[src/rtl/fivesons_pkg.sv]
// Shared FiveSons board definitions: geometry, cell encodings, reader states
// and the (x,y) -> bit-offset mapping used by both board writer and reader.
package fivesons_pkg;

  localparam int GRID    = 16;
  localparam int CELL_W  = 2;
  localparam int BOARD_W = GRID * GRID * CELL_W;
  localparam int COORD_W = $clog2(GRID);
  localparam int CNT_W   = $clog2(GRID * GRID + 1);
  localparam int OFF_W   = $clog2(BOARD_W);

  localparam logic [CELL_W-1:0] CELL_EMPTY = 2'b00;
  localparam logic [CELL_W-1:0] CELL_BLACK = 2'b01;
  localparam logic [CELL_W-1:0] CELL_WHITE = 2'b10;
  localparam logic [CELL_W-1:0] CELL_RSVD  = 2'b11;

  typedef enum logic [1:0] {
    IDLE = 2'd0,
    SCAN = 2'd1,
    DONE = 2'd2
  } reader_state_e;

  // Bit offset of cell (x,y) in the packed board: rows of GRID cells, x fastest.
  function automatic logic [OFF_W-1:0] co_to_offset(input logic [COORD_W-1:0] x,
                                                     input logic [COORD_W-1:0] y);
    return OFF_W'((int'(y) * GRID + int'(x)) * CELL_W);
  endfunction

endpackage

[src/rtl/board_cell_reader.sv]
// Snapshots the packed board on start and streams every cell in raster order
// over a valid/ready handshake, tallying black and white stones as beats go out.
module board_cell_reader
  import fivesons_pkg::*;
(
  input  logic               Clck,
  input  logic               Reset,
  input  logic               start,
  input  logic [BOARD_W-1:0] board,
  output logic               busy,
  output logic               cell_valid,
  input  logic               cell_ready,
  output logic [COORD_W-1:0] cell_x,
  output logic [COORD_W-1:0] cell_y,
  output logic [CELL_W-1:0]  cell_state,
  output logic               done,
  output logic [CNT_W-1:0]   count_black,
  output logic [CNT_W-1:0]   count_white
);

  reader_state_e      state_q, state_d;
  logic [BOARD_W-1:0] shadow_q, shadow_d;
  logic [COORD_W-1:0] x_q, x_d, y_q, y_d;
  logic               valid_q, valid_d;
  logic [CELL_W-1:0]  cell_q, cell_d;
  logic [CNT_W-1:0]   black_q, black_d, white_q, white_d;

  logic               xfer;
  logic               x_last;
  logic               last_beat;
  logic [COORD_W-1:0] x_nxt, y_nxt;
  logic [OFF_W-1:0]   off_nxt;

  assign xfer      = valid_q & cell_ready;
  assign x_last    = (x_q == COORD_W'(GRID - 1));
  assign last_beat = x_last & (y_q == COORD_W'(GRID - 1));
  assign x_nxt     = x_last ? '0 : x_q + 1'b1;
  assign y_nxt     = x_last ? y_q + 1'b1 : y_q;
  assign off_nxt   = co_to_offset(x_nxt, y_nxt);

  // State and datapath registers; reset aborts any scan without a done pulse.
  always_ff @(posedge Clck) begin
    if (Reset) begin
      state_q  <= IDLE;
      shadow_q <= '0;
      x_q      <= '0;
      y_q      <= '0;
      valid_q  <= 1'b0;
      cell_q   <= '0;
      black_q  <= '0;
      white_q  <= '0;
    end else begin
      state_q  <= state_d;
      shadow_q <= shadow_d;
      x_q      <= x_d;
      y_q      <= y_d;
      valid_q  <= valid_d;
      cell_q   <= cell_d;
      black_q  <= black_d;
      white_q  <= white_d;
    end
  end

  // Next-state logic: capture on start, advance and tally on each transfer.
  always_comb begin
    state_d  = state_q;
    shadow_d = shadow_q;
    x_d      = x_q;
    y_d      = y_q;
    valid_d  = valid_q;
    cell_d   = cell_q;
    black_d  = black_q;
    white_d  = white_q;
    unique case (state_q)
      IDLE: begin
        if (start) begin
          state_d  = SCAN;
          shadow_d = board;
          x_d      = '0;
          y_d      = '0;
          black_d  = '0;
          white_d  = '0;
          valid_d  = 1'b1;
          // Shadow is loaded on this same edge, so the first cell comes from board.
          cell_d   = board[co_to_offset('0, '0) +: CELL_W];
        end
      end
      SCAN: begin
        if (xfer) begin
          if (cell_q == CELL_BLACK) black_d = black_q + 1'b1;
          if (cell_q == CELL_WHITE) white_d = white_q + 1'b1;
          if (last_beat) begin
            valid_d = 1'b0;
            state_d = DONE;
          end else begin
            x_d    = x_nxt;
            y_d    = y_nxt;
            cell_d = shadow_q[off_nxt +: CELL_W];
          end
        end
      end
      DONE: begin
        state_d = IDLE;
      end
      default: begin
        state_d = IDLE;
        valid_d = 1'b0;
      end
    endcase
  end

  assign busy        = (state_q != IDLE);
  assign done        = (state_q == DONE);
  assign cell_valid  = valid_q;
  assign cell_x      = x_q;
  assign cell_y      = y_q;
  assign cell_state  = cell_q;
  assign count_black = black_q;
  assign count_white = white_q;

endmodule

[config.mk]
export PLATFORM = sky130hd
export DESIGN_NAME = board_cell_reader
export DESIGN_NICKNAME = d
export VERILOG_FILES = /design/src/rtl/fivesons_pkg.sv /design/src/rtl/board_cell_reader.sv
export SDC_FILE = /design/constraint.sdc
export NUM_CORES = 1
export LEC_CHECK = 0
export BUFFER_PORTS_ARGS = -buffer_cell sky130_fd_sc_hd__buf_4
export CORE_MARGIN = 2
export CORE_UTILIZATION = 39
export DETAILED_ROUTE_END_ITERATION = 16
export PLACE_DENSITY = 0.69
export SLEW_MARGIN = 10
export SYNTH_ARGS = -nofsm -noshare
export SYNTH_HDL_FRONTEND = slang
export SYNTH_SLANG_ARGS = --single-unit
export TNS_END_PERCENT = 30
[constraint.sdc]
create_clock -name Clck -period 8.7 [get_ports Clck]
set_clock_uncertainty 0.15 [all_clocks]
set_input_delay 1.74 -clock Clck [delete_from_list [all_inputs] [get_ports Clck]]
set_output_delay 1.74 -clock Clck [all_outputs]
set_load 0.02 [all_outputs]
==> results of run 1 <==
[cell type report]
type / instances / area (um2)
clock buffers: 89 / 1799
multi-input cells: 2169 / 11800
clock inverters: 13 / 185.2
fillers: 5932 / 30070
repair buffers: 571 / 4382
inverters: 8 / 30.03
well taps: 782 / 978.4
flip-flops and latches: 543 / 10870
diodes: 10 / 25.02
[registers in the layout (all words and copies together), names as in the netlist]
signal	count
cell_y	4
cell_state	2
count_white	9
cell_valid	1
cell_x	4
count_black	9
shadow_q	512
state_q	2
[metal layers]
metal / up-vias / global-route usage (%)
li1: 10780 / -
met1: 10517 / 34.42
met2: 746 / 42.57
met3: 181 / 4.697
met4: 6 / 11.02
met5: - / 0
[path summary, 6_finish.rpt]
kind / from / to / slack [ps] / depth (start not counted)
worst min-delay path: shadow_q[103]$_SDFFE_PP0P_ / shadow_q[103]$_SDFFE_PP0P_ / 300 / 2
worst max register to register: cell_x[0]$_SDFFE_PP0P_ / cell_state[0]$_SDFFE_PP0P_ / 4420 / 11
worst max-delay path: cell_x[0]$_SDFFE_PP0P_ / cell_state[0]$_SDFFE_PP0P_ / 4420 / 11
worst min register to register: shadow_q[103]$_SDFFE_PP0P_ / shadow_q[103]$_SDFFE_PP0P_ / 300 / 2
[metrics by stage]
| step | power [mW] | cells | hold slack [ps] |
|---|---|---|---|
| 4_1_cts | 6.078 | 4175 | 301.2 |
| 3_3_place_gp | 3.513 | 4073 | 288.4 |
| 2_1_floorplan | 3.169 | 2960 | 281.5 |
| 3_5_place_dp | 3.521 | 4073 | 293.1 |
| 5_1_grt | 6.270 | 4185 | 316.4 |
| 6_report | 6.045 | 4185 | 300.0 |
[cells in the final DEF, fill, tap and decap left out, types with 19 or more instances in the layout]
cell,netlist,layout
mux2i_1,70,70
nor2_1,43,43
clkbuf_8,0,21
o21ai_0,19,19
nand3_1,38,38
a21oi_1,552,552
clkbuf_16,0,59
nand2_1,1148,1147
dfxtp_1,543,543
buf_4,15,563
mux4_2,81,81
[worst reg2reg max path: cells and delay by family, from the launching register on]
family	cells	cell delay [ps]
buffers and inverters	3	1360
and+or+nand+nor	3	1070
adders and majority gates	1	360
AOI/OAI and AO/OA	2	240
muxes	1	440
DFF	1	300
xor gates and xnor gates	1	180
[logic make-up (layout without fill, tap and decap cells)]
kind of cell | Yosys count | after routing | synth area share, %
compound gates | 674 | 674 | 15.62
fa+ha+maj | 4 | 4 | 0.2116
xor+xnor | 17 | 17 | 0.6611
flops | 543 | 543 | 45.95
simple gates | 1316 | 1316 | 22.02
buf+inv | 248 | 681 | 4.469
mux | 158 | 158 | 11.07
other cells | 0 | 10 | 0
[power by group]
part	leakage [nW]	switching, mW	internal (mW)	total [mW]
Sequential	4.46	0.0865	2.64	2.73
Combinational	6.57	0.406	0.334	0.740
Clock	0.975	1.04	1.53	2.58
Total	12.0	1.54	4.51	6.05
==> summary.md, run 1 <==
| Metric | Value |
|---|---|
| Power per cell area | ~200 mW/mm2 |
| CTS Buf Count | 57 |
| CTS hold repair buffers | 0 |
| Setup TNS | 0 ps |
| Global-route wire length before repair | roughly 130000 um |
| Final setup violating endpoints | 0 |
| Minimum clock period | between 4000 and 5000 ps |
| CP Max Fanout | 31 |
| Vias in the first global route | 21485 |
| Worst-margin pin slew | 1178 ps |
| Routed length on met1 | ~36000 um |
| Max Root-Sink Buffers | 3 |
| Final WL | 84720 um |
| WP data required | ~9000 ps |
| DP HPWL | about 59000 um |
| WP buf/inv | 3 |
| Post_cts resized | 0 |
| Row cnt | 90 |
| Cell taking the most area after synthesis | dfxtp_1 |
| Top post-synthesis cells by count | 1148 x nand2_1, 552 x a21oi_1, 543 x dfxtp_1, 183 x clkbuf_1, 81 x mux4_2 |
| CTS clock-pin slew for the worst setup and hold paths | about 60 ps |
| Syn Area/Cell | around 8.0 um2 |
| Top-count cell post-synth | nand2_1 |
| Leakage | 12.00 nW |
| Final RePlAce weighted congestion | about 0.88 |
| Drt drc | 0 |
| Core Region | around 0.060 mm2 |
| Synth Register Bits | roughly 540 |
| Vias per Instance | 5.312 |
| WL/cell | around 20 um |
| CP Data Arrival Time | roughly 4600 ps |
| CP Launch Type | register |
| Syn Std Cell Area | around 0.024 mm2 |
| Rel. slew slack | 21.50% |
| Iter 0 DRT Violations | roughly 1900 |
| Worst Hold Class | reg -> reg |
| Die area | between 0.06 and 0.07 mm2 |
| PortBufs | around 550 |
| WL met2 | between 40000 and 50000 um |
| Grt ovf | 0 |
| Unrepaired setup endpoints after global routing | false |
| Initial antenna violation count | 14 |
| Max incr delay on CP | ~550 ps |
| Die Y-Extent | between 200 and 300 um |
| Register area share after synthesis | between 40% and 50% |
| CP Class | reg -> reg |
| CP max stage cell | buf_4 |
| Placed Area | 0.02806 mm2 |
| Ys async rst share | 0% |
| Area growth syn-to-layout | 27.08% |
| Util after Layout | between 40% and 50% |
| Peak supply drop | about 0.16 mV |
| H-tree depth | 2 |
| Postcts setup bufs | 0 |
| Skew-Pair Late Insertion Delay | a little over 600 ps |
| Final Hold Vio Count | 0 |
| Final setup margin | roughly 4400 ps |
| Critical path capture point type | register |
| CTS sink cnt | 543 |
| I/O pin total | between 500 and 600 |
| Routed wl met3 | about 5600 um |
| Max-Cap Viols | 0 |
| Via count | between 20000 and 25000 |
| TritonRoute pass-1 iters | 6 |
| Max Slew Vio Count | 0 |
| Initial Util | approximately two fifths |
| Overall routing resource usage | a little over a quarter |
| Yosys warnings | 0 |
| Post-synth cell types | 68 |
| Fraction of layout cells with a size suffix above 1 | 22.55% |
| Top Metal Used | met5 |
| Cells along the critical path | buf_4, ha_4, xor2_4, buf_4, buf_4, mux2i_1, nor3_1, or4_1, or4_1, o311ai_1, o32ai_1 |
| Largest delay share family, worst path | buffers and inverters |
| Mapped Cells | about 3000 |
| Worst path most repeated cell | buf_4 |
| Outcome | finished clean |
| Root Buffer | clkbuf_16 |
| Final Cell Area | approximately 0.030 mm2 |
| EDFF count, synth | 0 |
| Place WS | approximately 4400 ps |
| Final ANT Viol Nets | 0 |
| Top post-synthesis cells by area | dfxtp_1 46%, nand2_1 18%, a21oi_1 12% |
| Final #Nets | roughly 3900 |
| CTS tree | yes |
| Top cell type's share of synthesized area | 45.95% |
| Largest net degree at the start of global routing | 232 |
| Final Cycle Share | between 40% and 50% |
| Syn_nets | about 3500 |
| Top achievable clock speed | between 0.2 and 0.25 GHz |
| Top FF cell, synth | dfxtp_1 |
| Die W | around 250 um |
(Power assumes the default switching activity.)
==> run 2, diff against run 1 <==
--- a/config.mk
+++ b/config.mk
@@ -5,6 +5,7 @@
 export SDC_FILE = /design/constraint.sdc
 export NUM_CORES = 1
 export LEC_CHECK = 0
+export ABC_AREA = 1
 export BUFFER_PORTS_ARGS = -buffer_cell sky130_fd_sc_hd__buf_4
 export CORE_MARGIN = 2
 export CORE_UTILIZATION = 39
==> constraint.sdc (replaced) <==
create_clock -name Clck -period 4.13 [get_ports Clck]
set_clock_uncertainty 0.15 [all_clocks]
set_input_delay 0.826 -clock Clck [delete_from_list [all_inputs] [get_ports Clck]]
set_output_delay 0.826 -clock Clck [all_outputs]
set_load 0.02 [all_outputs]
==> run 2 against run 1 <==
Fmax increased by 27%. Area after synthesis increased by 3.0%. First-iteration DRC count increased by 23%. Combinational power increased to 6.7 times the previous value. Global-route usage decreased by 0.20 points. Power increased to 2.9 times the previous value. Count of clock-buffer cells in the layout increased by 5. Non-clock buffer count increased by 18. Critical path type unchanged. Largest cell class unchanged.
==> summary.md, run 2 <==
| Metric | Value |
|---|---|
| Max-Cap Viols | 0 |
| Global-route wire length before repair | around 130000 um |
| Syn_nets | between 4000 and 5000 |
| CP Class | reg -> reg |
| WP data required | around 4500 ps |
| Largest net degree at the start of global routing | 200 |
| Post_cts resized | 0 |
| Initial antenna violation count | 23 |
| Commonest non-fill, non-tap cell in the layout | o21ai_0 |
| Final setup violating endpoints | 0 |
| Gate power share | 28.7% |
| CP Max Fanout | approximately 190 |
| Minimum clock period | ~3400 ps |
| Worst-margin pin slew | 1073 ps |
| Rel. slew slack | about 28% |
| Top reg by flops | shadow_q |
| Yosys warnings | 0 |
| Final setup margin | approximately 760 ps |
| Compound-gate portion of the synthesized area | between 20% and 30% |
| Top achievable clock speed | around 0.3 GHz |
| Design Power | ~17 mW |
| Max reg flops | approximately 500 |
| Power per cell area | roughly 560 mW/mm2 |
| Hold Path Cell Cnt | 3 |
| Top post-synthesis cells by area | dfxtp_1 45%, o21ai_0 12%, nand3_1 11% |
| Ys async rst share | 0% |
| PortBufs | 546 |
| Post-synthesis xor/xnor area fraction | less than 1% |
| I/O pin total | between 500 and 600 |
| Skew-Pair Late Insertion Delay | approximately 610 ps |
| Unrepaired setup endpoints after global routing | false |
| WL/cell | approximately 18 um |
| Largest family of logic cells by synthesized area | simple AND/OR/NAND/NOR gates |
| Post-Synth Simple-Gate Area | between 20% and 30% |
| Cell taking the most area after synthesis | dfxtp_1 |
| Post-synth cell types | 32 |
| Final ANT Viol Nets | 0 |
| Switching Fraction | 33.91% |
| Final RePlAce weighted congestion | 0.8474 |
| Initial Util | roughly 39% |
| Clk pwr share | a little under a third |
| Overall routing resource usage | a little over a quarter |
| Hold Path Origin | board[205] |
| Fraction of layout cells with a size suffix above 1 | 17.79% |
| Root Buffer | clkbuf_16 |
| Via count | between 20000 and 30000 |
| Critical path capture point type | register |
| Top post-synthesis cells by count | 577 x o21ai_0, 543 x dfxtp_1, 512 x nand3_1, 491 x nor2_1, 405 x nand2_1 |
| RR Endpoint | cell_state[1]$_SDFFE_PP0P_ |
| Final WL | ~88000 um |
| EDFF count, synth | 0 |
| Max Root-Sink Buffers | 3 |
| Util after Layout | between 40% and 50% |
| Area growth syn-to-layout | 26.54% |
| Grt ovf | 0 |
| Int Pwr | around 11 mW |
| Peak supply drop | roughly 0.48 mV |
| Outcome | finished clean |
| Row cnt | just over 90 |
| DP HPWL | 58040 um |
| Vias per Instance | 5.223 |
| Vias in the first global route | between 20000 and 25000 |
| CTS tree | yes |
| Worst Hold Class | in -> reg |
| Register area share after synthesis | approximately 45% |
| Most frequent cells in the layout | 577 x o21ai_0, 573 x buf_4, 543 x dfxtp_1 |
| CP Launch Type | register |
| Syn Area/Cell | between 6 and 7 um2 |
| Net Sw Power | 5.849 mW |
| Hold WS | approximately 280 ps |
| TritonRoute pass-1 iters | 5 |
| R2R setup slack | between 700 and 800 ps |
| FF-to-FF Start | cell_x[0]$_SDFFE_PP0P_ |
| Sequential share of power | between 40% and 50% |
| Top-count cell post-synth | o21ai_0 |
| Worst-case reg-to-reg path depth | 16 |
| CTS clock-pin slew for the worst setup and hold paths | ~60 ps |
| Die W | roughly 250 um |
| Top FF cell, synth | dfxtp_1 |
| Area share of fa/ha/maj cells after synthesis | 0.2054% |
| CTS hold repair buffers | 0 |
| Top cell type's share of synthesized area | ~45% |
| CP Data Arrival Time | about 3800 ps |
| Leakage | about 13 nW |
| Die area | between 0.06 and 0.07 mm2 |
| CTS Buf Count | 58 |
| Syn Std Cell Area | around 0.024 mm2 |
| Iter 0 DRT Violations | 2360 |
| H-tree depth | 2 |
| Synth Register Bits | roughly 540 |
| Postcts setup bufs | 0 |
| Drt drc | 0 |
| Mapped Cells | 3546 |
| WHS Endpoint | shadow_q[205]$_SDFFE_PP0P_ |
| Setup TNS | 0 ps |
| Max Slew Vio Count | 0 |
| Final Cycle Share | between 80% and 90% |
| Core Region | between 0.06 and 0.07 mm2 |
| Place WS | around 770 ps |
| CTS sink cnt | 543 |
| Final #Nets | around 4400 |
| Final Hold Vio Count | 0 |
| Proportion of synthesized area in mux cells | 0% |
| Die Y-Extent | 254.0 um |
==> run 2: routing by layer <==
layer	routed length (um)	vias up	GRT usage (%)
met2	39500	1010	40.44
met5	81	-	0
met4	3178	14	11.01
li1	-	12422	-
met3	7552	162	5.183
met1	37720	11475	35.09
==> run 2: worst max-delay path by stage <==
stage	start	end	slack [ps]	cells past startpoint
final	cell_x[0]$_SDFFE_PP0P_	cell_state[1]$_SDFFE_PP0P_	760	16
after global placement	cell_x[0]$_SDFFE_PP0P_	cell_state[1]$_SDFFE_PP0P_	820	17
after CTS	cell_x[0]$_SDFFE_PP0P_	shadow_q[272]$_SDFFE_PP0P_	750	12
after detailed placement	cell_x[0]$_SDFFE_PP0P_	shadow_q[289]$_SDFFE_PP0P_	770	12
after global routing	cell_x[0]$_SDFFE_PP0P_	shadow_q[323]$_SDFFE_PP0P_	420	12
after floorplan	cell_x[0]$_SDFFE_PP0P_	cell_state[1]$_SDFFE_PP0P_	1700	16
==> run 2: power groups by stage <==
stage / clock network [mW] / registers (mW) / logic [mW]
6_report: 5.38 / 6.92 / 4.95
2_1_floorplan: 0 / 6.90 / 3.43
5_1_grt: 5.67 / 7.02 / 5.61
3_3_place_gp: 0 / 6.98 / 4.85
3_5_place_dp: 0 / 7.01 / 4.90
4_1_cts: 5.46 / 6.91 / 4.94
==> run 2: cells by family (layout without fill, tap and decap cells) <==
family,after synthesis,count (layout)
other cells,0,13
xor+xnor,2,2
buf+inv,607,1013
flops,543,543
compound gates,964,964
fa+ha+maj,4,4
simple gates,1426,1426
==> run 2: final cells by class <==
cell class                 instances  area, um2
timing repair buffer             589       4622
inverter                         317       1215
antenna                           13      32.53
clock buffer                      94       1747
sequential                       543      10870
tap                              837       1047
fill                            6227      30880
multi-input combinational       2396      11080
clock inverter                    13      215.2
==> run 2: through the flow <==
step                instance area [um2]  std cells
finish                            30830       4802
detailed placement                28840       4682
floorplan                         24370       3546
CTS                               30800       4789
global route                      30830       4800
global placement                  28840       4682
==> run 2: worst max-delay path, stage by stage, from the launching register on <==
cell	delay, ps
dfxtp_1	480
ha_4	210
nand3_4	220
nand2_8	160
buf_12	410
nand2_1	130
nand3_1	110
nand3_1	80
nand2_1	110
nand2_1	70
nand3_1	80
nand3_1	140
nand3_1	150
nand3_1	120
nand3_1	120
nand2_1	50
a21oi_1	120
